`config.mk`:
```
export PLATFORM = sky130hd
export DESIGN_NAME = simple_fixed_shift_pipe
export DESIGN_NICKNAME = d
export VERILOG_FILES = /design/src/rtl/simple_fixed_shift_pipe.sv
export SDC_FILE = /design/constraint.sdc
export NUM_CORES = 2
export LEC_CHECK = 0
export CORE_AREA = 2 2 272 542
export DETAILED_ROUTE_END_ITERATION = 8
export DIE_AREA = 0 0 274 544
export SLEW_MARGIN = 0
export SYNTH_ARGS = -nofsm -noshare
export SYNTH_HDL_FRONTEND = slang
export SYNTH_SLANG_ARGS = --single-unit
```
`constraint.sdc`:
```
create_clock -name clk -period 14.7 [get_ports clk]
set_input_delay 2.94 -clock clk [delete_from_list [all_inputs] [get_ports clk]]
set_output_delay 2.94 -clock clk [all_outputs]
set_load 0.01 [all_outputs]
```
`src/rtl/simple_fixed_shift_pipe.sv`:
```
// simple_fixed_shift_pipe
// Shift/rotate execution stage for the even pipe. The per-slot result for
// halfword or word shift/rotate/rotate-and-mask is computed combinationally
// from the issue inputs, captured in stage 1, then carried through
// LATENCY-1 delay stages to the writeback outputs. Supports stall, flush
// and a one-shot writeback enable.
module simple_fixed_shift_pipe #(
  parameter int LATENCY = 4
) (
  input  logic         clk,
  input  logic         reset,
  input  logic         in_valid,
  input  logic [2:0]   op_sel,
  input  logic         use_imm,
  input  logic [6:0]   imm7,
  input  logic [6:0]   rt_addr,
  input  logic [127:0] register_RA,
  input  logic [127:0] register_RB,
  input  logic         stall,
  input  logic         flush,
  output logic         out_valid,
  output logic         wb_en,
  output logic [6:0]   out_rt_addr,
  output logic [127:0] register_RT,
  output logic         busy
);

  // Halfword operation; kind is op_sel[2:1] (shlh, roth, rothm, rotmah).
  // Only the low five count bits ever matter after masking.
  function automatic logic [15:0] half_op(input logic [1:0] kind,
                                          input logic [15:0] a,
                                          input logic [4:0] c);
    logic [4:0]         n;
    logic signed [15:0] sa;
    logic [15:0]        r;
    n  = 5'd0 - c;
    sa = a;
    r  = 16'h0000;
    case (kind)
      2'd0: begin
        if (c[4]) r = 16'h0000;
        else      r = a << c[3:0];
      end
      2'd1: r = (a << c[3:0]) | (a >> (5'd16 - {1'b0, c[3:0]}));
      2'd2: begin
        if (n[4]) r = 16'h0000;
        else      r = a >> n[3:0];
      end
      2'd3: begin
        if (n[4]) r = {16{a[15]}};
        else      r = sa >>> n[3:0];
      end
      default: r = 16'h0000;
    endcase
    return r;
  endfunction

  // Word operation; kind is op_sel[2:1] (shl, rot, rotm, rotma).
  // Only the low six count bits ever matter after masking.
  function automatic logic [31:0] word_op(input logic [1:0] kind,
                                          input logic [31:0] a,
                                          input logic [5:0] c);
    logic [5:0]         n;
    logic signed [31:0] sa;
    logic [31:0]        r;
    n  = 6'd0 - c;
    sa = a;
    r  = 32'h0000_0000;
    case (kind)
      2'd0: begin
        if (c[5]) r = 32'h0000_0000;
        else      r = a << c[4:0];
      end
      2'd1: r = (a << c[4:0]) | (a >> (6'd32 - {1'b0, c[4:0]}));
      2'd2: begin
        if (n[5]) r = 32'h0000_0000;
        else      r = a >> n[4:0];
      end
      2'd3: begin
        if (n[5]) r = {32{a[31]}};
        else      r = sa >>> n[4:0];
      end
      default: r = 32'h0000_0000;
    endcase
    return r;
  endfunction

  logic [127:0]        half_res_s;
  logic [127:0]        word_res_s;
  logic [127:0]        result_d;
  logic                accept_s;
  logic [LATENCY-1:0]  valid_q;
  logic [6:0]          rt_q   [LATENCY];
  logic [127:0]        data_q [LATENCY];

  // Count bits above the masked field and the top immediate bit never affect
  // a result, because sign extension followed by masking keeps only the low
  // five or six bits.
  logic                unused_cnt_bits_s;
  assign unused_cnt_bits_s = ^{register_RB, imm7[6]};

  assign accept_s = in_valid & ~stall & ~flush;

  // Halfword results for all eight slots, each with its own count.
  always_comb begin
    half_res_s = 128'h0;
    for (int h = 0; h < 8; h++) begin
      half_res_s[h*16 +: 16] = half_op(op_sel[2:1], register_RA[h*16 +: 16],
                                       use_imm ? imm7[4:0] : register_RB[h*16 +: 5]);
    end
  end

  // Word results for all four slots, each with its own count.
  always_comb begin
    word_res_s = 128'h0;
    for (int w = 0; w < 4; w++) begin
      word_res_s[w*32 +: 32] = word_op(op_sel[2:1], register_RA[w*32 +: 32],
                                       use_imm ? imm7[5:0] : register_RB[w*32 +: 6]);
    end
  end

  // Stage 1 data: odd opcodes are word forms, even opcodes halfword forms.
  always_comb begin
    result_d = 128'h0;
    if (op_sel[0]) result_d = word_res_s;
    else           result_d = half_res_s;
  end

  // Pipeline advance with reset > flush > stall > advance priority; data
  // registers only load behind a valid bit so bubbles keep stale contents.
  always_ff @(posedge clk) begin
    if (reset) begin
      valid_q <= {LATENCY{1'b0}};
      for (int i = 0; i < LATENCY; i++) begin
        rt_q[i]   <= 7'h00;
        data_q[i] <= 128'h0;
      end
    end else if (flush) begin
      valid_q <= {LATENCY{1'b0}};
    end else if (!stall) begin
      valid_q <= {valid_q[LATENCY-2:0], accept_s};
      if (accept_s) begin
        rt_q[0]   <= rt_addr;
        data_q[0] <= result_d;
      end
      for (int i = 1; i < LATENCY; i++) begin
        if (valid_q[i-1]) begin
          rt_q[i]   <= rt_q[i-1];
          data_q[i] <= data_q[i-1];
        end
      end
    end
  end

  assign out_valid   = valid_q[LATENCY-1];
  assign out_rt_addr = rt_q[LATENCY-1];
  assign register_RT = data_q[LATENCY-1];
  assign busy        = |valid_q;
  // A final-stage instruction being killed this cycle must not write back.
  assign wb_en       = valid_q[LATENCY-1] & ~stall & ~flush & ~reset;

endmodule

```
After elaboration in Yosys (flattened, before gate mapping). Memories as Yosys holds them, arrays and structs flattened. Index checks and enable logic that the tools add are counted.

Memory bits (writable): 540. Word-level logic and storage cells: 200. Memories kept: 2. Input bits: 279. Flip-flop bits (word level): 4.

Memories: data_q (words 4, bits a word 128, read ports 4, clocked after memory_dff 0, wr ports 4, line 94) `logic [127:0] data_q [LATENCY];`; rt_q (words 4, bits a word 7, read ports 4, clocked after memory_dff 0, wr ports 4, line 93) `logic [6:0] rt_q [LATENCY];`.

Equality and inequality tests: 3. Reduce and logical (&&, ||, !) cells: 3. Bitwise gates (word level): 28. Add/sub/neg operators: 24. Shift operators: 48. Muxes and demuxes: 91.

Operator list (number): $mux 128 (5); $pmux 16 s4 (8); $pmux 32 s4 (4); $mux 16 (24); $mux 32 (12); $or 16x16->16 (8); $or 32x32->32 (4); $shl 16x4->16 (8); $shl 32x5->32 (4); $shr 16x4->16 (8); $shr 16x5->16 (8); $shr 32x5->32 (4); $shr 32x6->32 (4); $sshr 16x4->16 (8); $sshr 32x5->32 (4); $mux 5 (8); $sub 1x5->5 const A (8); $sub 5x4->5 const A (8); $mux 7 (4); $mux 6 (4); $sub 1x6->6 const A (4); $sub 6x5->6 const A (4); $mux 1 (22); $or 1x1->1 (8); other kinds (7) (14).

Depth between registers and ports, before layout.
Depth after elaboration: 9. Mapped depth: 20. Depth with buffers taken out: 11.

Least setup slack after synthesis. No wires, ideal clock.

Kind: input to register. From: input stall. To: memory data_q[0][0] (enable). Stages on the path: 3. Slack: 4.531 ns. Arrival time: 9.511 ns. Library setup time: 0.658 ns. Cell sequence: clkbuf_1 nand2b_1 o21bai_1.

RTL lines: from (decl) (line 19) `input logic stall,`; to (decl) (line 94).

==> flow_results.org <==
** Die
- From bottom edge to top edge, the die measures ~540 um.
- Overall die area :: 0.1491 sq mm
- The die is 274 um wide.
- Initial core utilization :: 0.3472
- The floorplan has 198 rows.
- Placeable core region :: 0.1452 sq mm
- Ports :: 417

** Yosys
- Sequential-to-total area share from yosys stat :: 0.3233
- Counting flops with a built-in enable in the synthesized netlist gives 540.
- Top post-synthesis cells by area :: sky130_fd_sc_hd__edfxtp_1 32%, sky130_fd_sc_hd__mux2i_1 11%, sky130_fd_sc_hd__mux4_2 8.9%
- Area share of the largest cell type after synthesis :: 0.3217
- For this run, the number of Yosys warnings is 0.
- Post-Syn Nets :: about 5700
- Synth Area per Inst :: 9.332 sq um
- Synthesis instantiated 120 different standard cells from the library.
- Synthesis produced a netlist whose cell count is 5401.
- Counting flops and latches in the post-synthesis netlist gives roughly 540.
- Cell type with the highest aggregate area in the netlist :: sky130_fd_sc_hd__edfxtp_1
- Summing every instance area after synthesis gives 0.05040 sq mm.
- Most used flip-flop cell after synthesis :: sky130_fd_sc_hd__edfxtp_1
- For this run, asynchronously set or reset flops after synthesis account for 0.

** Layout
- Most common library cell in the layout ignoring fill and taps :: sky130_fd_sc_hd__nand2_1
- Synthesis-to-finish area growth :: 12.54%
- Of the cells placed in the final design, the portion with a size suffix greater than 1 is 0.1306.
- Number of nets at the end of the flow :: 5729
- Leading cell types in the layout, fill and taps excluded :: 586 x sky130_fd_sc_hd__nand2_1, 552 x sky130_fd_sc_hd__mux2i_1, 540 x sky130_fd_sc_hd__edfxtp_1, 439 x sky130_fd_sc_hd__and2_1, 371 x sky130_fd_sc_hd__nor2_1

** STA
- Final count of pins violating max slew :: 0
- At the pin with the least slew margin, the transition time is between 1000 and 1500 ps.
- Final Setup Violations :: 0
- For the finished layout, the period the worst path requires is 8768 ps.
- Final Hold Fails :: 0
- Of the available clock period, the critical path in the final layout requires 0.5965.
- Achievable Freq :: 114.0 MHz
- Worst rel slew slack :: 0.03631
- Between clock sinks in the finished design, the worst skew comes to 36.04 ps.
- Sum Neg Setup Slack :: 0 ps
- Setup repair after global routing left no endpoint under its margin.

** Global route
- Maximum number of pins on one net before global-route repair :: 108
- Overflow after GRT :: 0
- Antenna violations before repair :: 17
- Via count of the first global-routing pass :: ~47000
- The first global-routing pass estimated 354900 um of wire.
- Global routing usage summed across all routing layers :: 0.3323

** Setup path
- The worst setup path is launched from an input pin.
- At the worst endpoint, the arrival time is roughly 9100 ps.
- Kind of capture point of the worst setup path :: flip-flop
- For the worst setup path, the data required time is 15010 ps.
- Critical path type :: in2reg
- Biggest fanout along the worst timing path :: 48

** Route
- Across all layers, the routed design uses 48030 vias.
- Remaining design rule violation count :: 0
- Signal routing reaches up to met5.
- Final ANT Viol Nets :: 0
- Using the TritonRoute via totals, the vias-per-cell ratio works out to between 6 and 7.
- After detailed routing, the met3 layer carries between 15000 and 20000 um of wire.
- The first detailed-routing pass ran for 7 iterations.
- Dividing the detail-routed wire length by the instance count gives around 34 um.
- The detailed router put a total of 86150 um of wire on met1.
- The detailed router finished its first iteration with between 5000 and 6000 violations.
- Met2 wirelength from detailed routing :: 122500 um
- Routed Wire Length :: approximately 250000 um

** Placed design
- Post-DP HPWL :: 190600 um
- Final GP Congestion :: 1.046
- Count of buffers inserted at the top-level ports :: around 330

** Clocking
- Clock latency on the worst-skew pair, taken at its later pin, is 630 ps.
- After clock tree synthesis, the clock-pin slew on the worst setup and hold paths is approximately 70 ps.
- Largest buffer count on any clock path :: 3
- TritonCTS built the clock tree.
- Once the clock tree was built, the resizer swapped 0 gates to a different size.
- The number of hold buffers added after CTS was 0.
- In this run the number of H-tree levels came out at 2.
- Buffers inserted during clock tree synthesis total 47.
- Once the clock tree was built, the setup fixing pass inserted 0 buffers.
- The root buffer cell chosen for the clock tree is sky130_fd_sc_hd__clkbuf_16.
- Count of clock tree sinks :: 544

** Pwr
- In this run the static leakage power is a little over 0.02 uW.
- Worst VDD drop :: 91.53 uV
- Pwr per Cell Area :: 93.79 mW/mm^2
- Overall power consumption :: 5320 uW

** Job
- Max-cap violation count :: 0

** Hold path
- Classification of the worst-slack hold path :: reg2reg

** Outcome
- Run status :: finished, final reports clean
[synthesized netlist by cell type, types with 26 or more instances]
cell and n:
sky130_fd_sc_hd__mux4_2 199, sky130_fd_sc_hd__and3_1 43, sky130_fd_sc_hd__buf_4 42, sky130_fd_sc_hd__o21ai_1 35
sky130_fd_sc_hd__o21a_1 27, sky130_fd_sc_hd__a211oi_1 108, sky130_fd_sc_hd__edfxtp_1 540, sky130_fd_sc_hd__a21o_1 29
sky130_fd_sc_hd__a221oi_1 31, sky130_fd_sc_hd__nor2_1 376, sky130_fd_sc_hd__mux2_2 77, sky130_fd_sc_hd__inv_1 37
sky130_fd_sc_hd__o211ai_1 73, sky130_fd_sc_hd__o221ai_1 31, sky130_fd_sc_hd__buf_6 26, sky130_fd_sc_hd__o22ai_1 57
sky130_fd_sc_hd__buf_2 122, sky130_fd_sc_hd__a21oi_1 331, sky130_fd_sc_hd__o21ai_0 277, sky130_fd_sc_hd__clkbuf_1 308
sky130_fd_sc_hd__or3_1 26, sky130_fd_sc_hd__nor3_1 118, sky130_fd_sc_hd__nand2_1 587, sky130_fd_sc_hd__mux2i_1 558
sky130_fd_sc_hd__nand3_1 151, sky130_fd_sc_hd__a31oi_1 107, sky130_fd_sc_hd__nand2b_1 28, sky130_fd_sc_hd__and2_1 443
[registers in the layout, indices dropped and copies added, names as in the netlist]
register,cells
data_q,512
rt_q,28
valid_q,4
[power breakdown]
group / leakage, uW / switching [uW] / internal, uW
clock network: 0.000754 / 585 / 691
registers: 0.00556 / 18.8 / 1770
logic: 0.0145 / 1510 / 748
[cells by family (layout without fill, tap and decap cells)]
family	after synthesis	in the layout	synth area share
DFF	544	544	0.3233
xor gates and xnor gates	47	47	0.01278
other	0	14	0
buffers and inverters	578	652	0.05488
AOI/OAI and AO/OA	1470	1470	0.1970
adders and majority gates	8	8	0.001986
and+or+nand+nor	1890	1890	0.1822
muxes	864	864	0.2278
[layout make-up]
class                           instances  area, sq um
Clock buffer                           54         1224
Tap cell                             1900         2377
Sequential cell                       544        16300
Clock inverter                         28        302.8
Fill cell                           14540        88450
Inverter                               52        210.2
Antenna cell                           14        35.03
Timing Repair Buffer                  518         4718
Multi-Input combinational cell       4279        31560
[routing by layer]
| layer | up-vias | GRT usage |
|---|---|---|
| li1 | 20710 | - |
| met1 | 23480 | 0.3562 |
| met2 | 2842 | 0.5670 |
| met3 | 985 | 0.05290 |
| met4 | 10 | 0.2862 |
| met5 | - | 0 |
[path summary, 6_finish.rpt]
check | end | slack [ps] | depth (start not counted) | startpoint
max | data_q[0][101]$_SDFFCE_PN0P_ | 5930 | 14 | imm7[1]
min | valid_q[2]$_SDFFE_PP0N_ | 470 | 2 | valid_q[2]$_SDFFE_PP0N_
max reg2reg | data_q[1][87]$_SDFFCE_PN0P_ | 12060 | 4 | valid_q[0]$_SDFFE_PP0N_
min reg2reg | valid_q[2]$_SDFFE_PP0N_ | 470 | 2 | valid_q[2]$_SDFFE_PP0N_
[per-stage QoR]
step,instance area (sq um),worst slack [ps],hold slack [ps],std cells,utilization
2_1_floorplan,50400,4531,444.7,5401,-
3_3_place_gp,55160,5647,454.4,7292,0.3799
3_5_place_dp,55160,5648,460.1,7292,0.3799
4_1_cts,56680,6286,469.5,7374,0.3905
5_1_grt,56700,5856,509.6,7377,0.3905
6_report,56730,5932,470.3,7389,0.3908
[worst max-delay path, stage by stage]
cell and delay [ps]:
sky130_fd_sc_hd__clkdlybuf4s50_1 390, sky130_fd_sc_hd__buf_4 230, sky130_fd_sc_hd__mux2_1 330, sky130_fd_sc_hd__buf_4 280, sky130_fd_sc_hd__inv_2 420, sky130_fd_sc_hd__ha_1 700
sky130_fd_sc_hd__xnor2_4 170, sky130_fd_sc_hd__buf_4 550, sky130_fd_sc_hd__mux2i_1 270, sky130_fd_sc_hd__mux4_2 670, sky130_fd_sc_hd__o22ai_1 960, sky130_fd_sc_hd__a21oi_1 200
sky130_fd_sc_hd__o221a_2 300, sky130_fd_sc_hd__a31oi_1 580
Power figures use the tool's default switching activity.
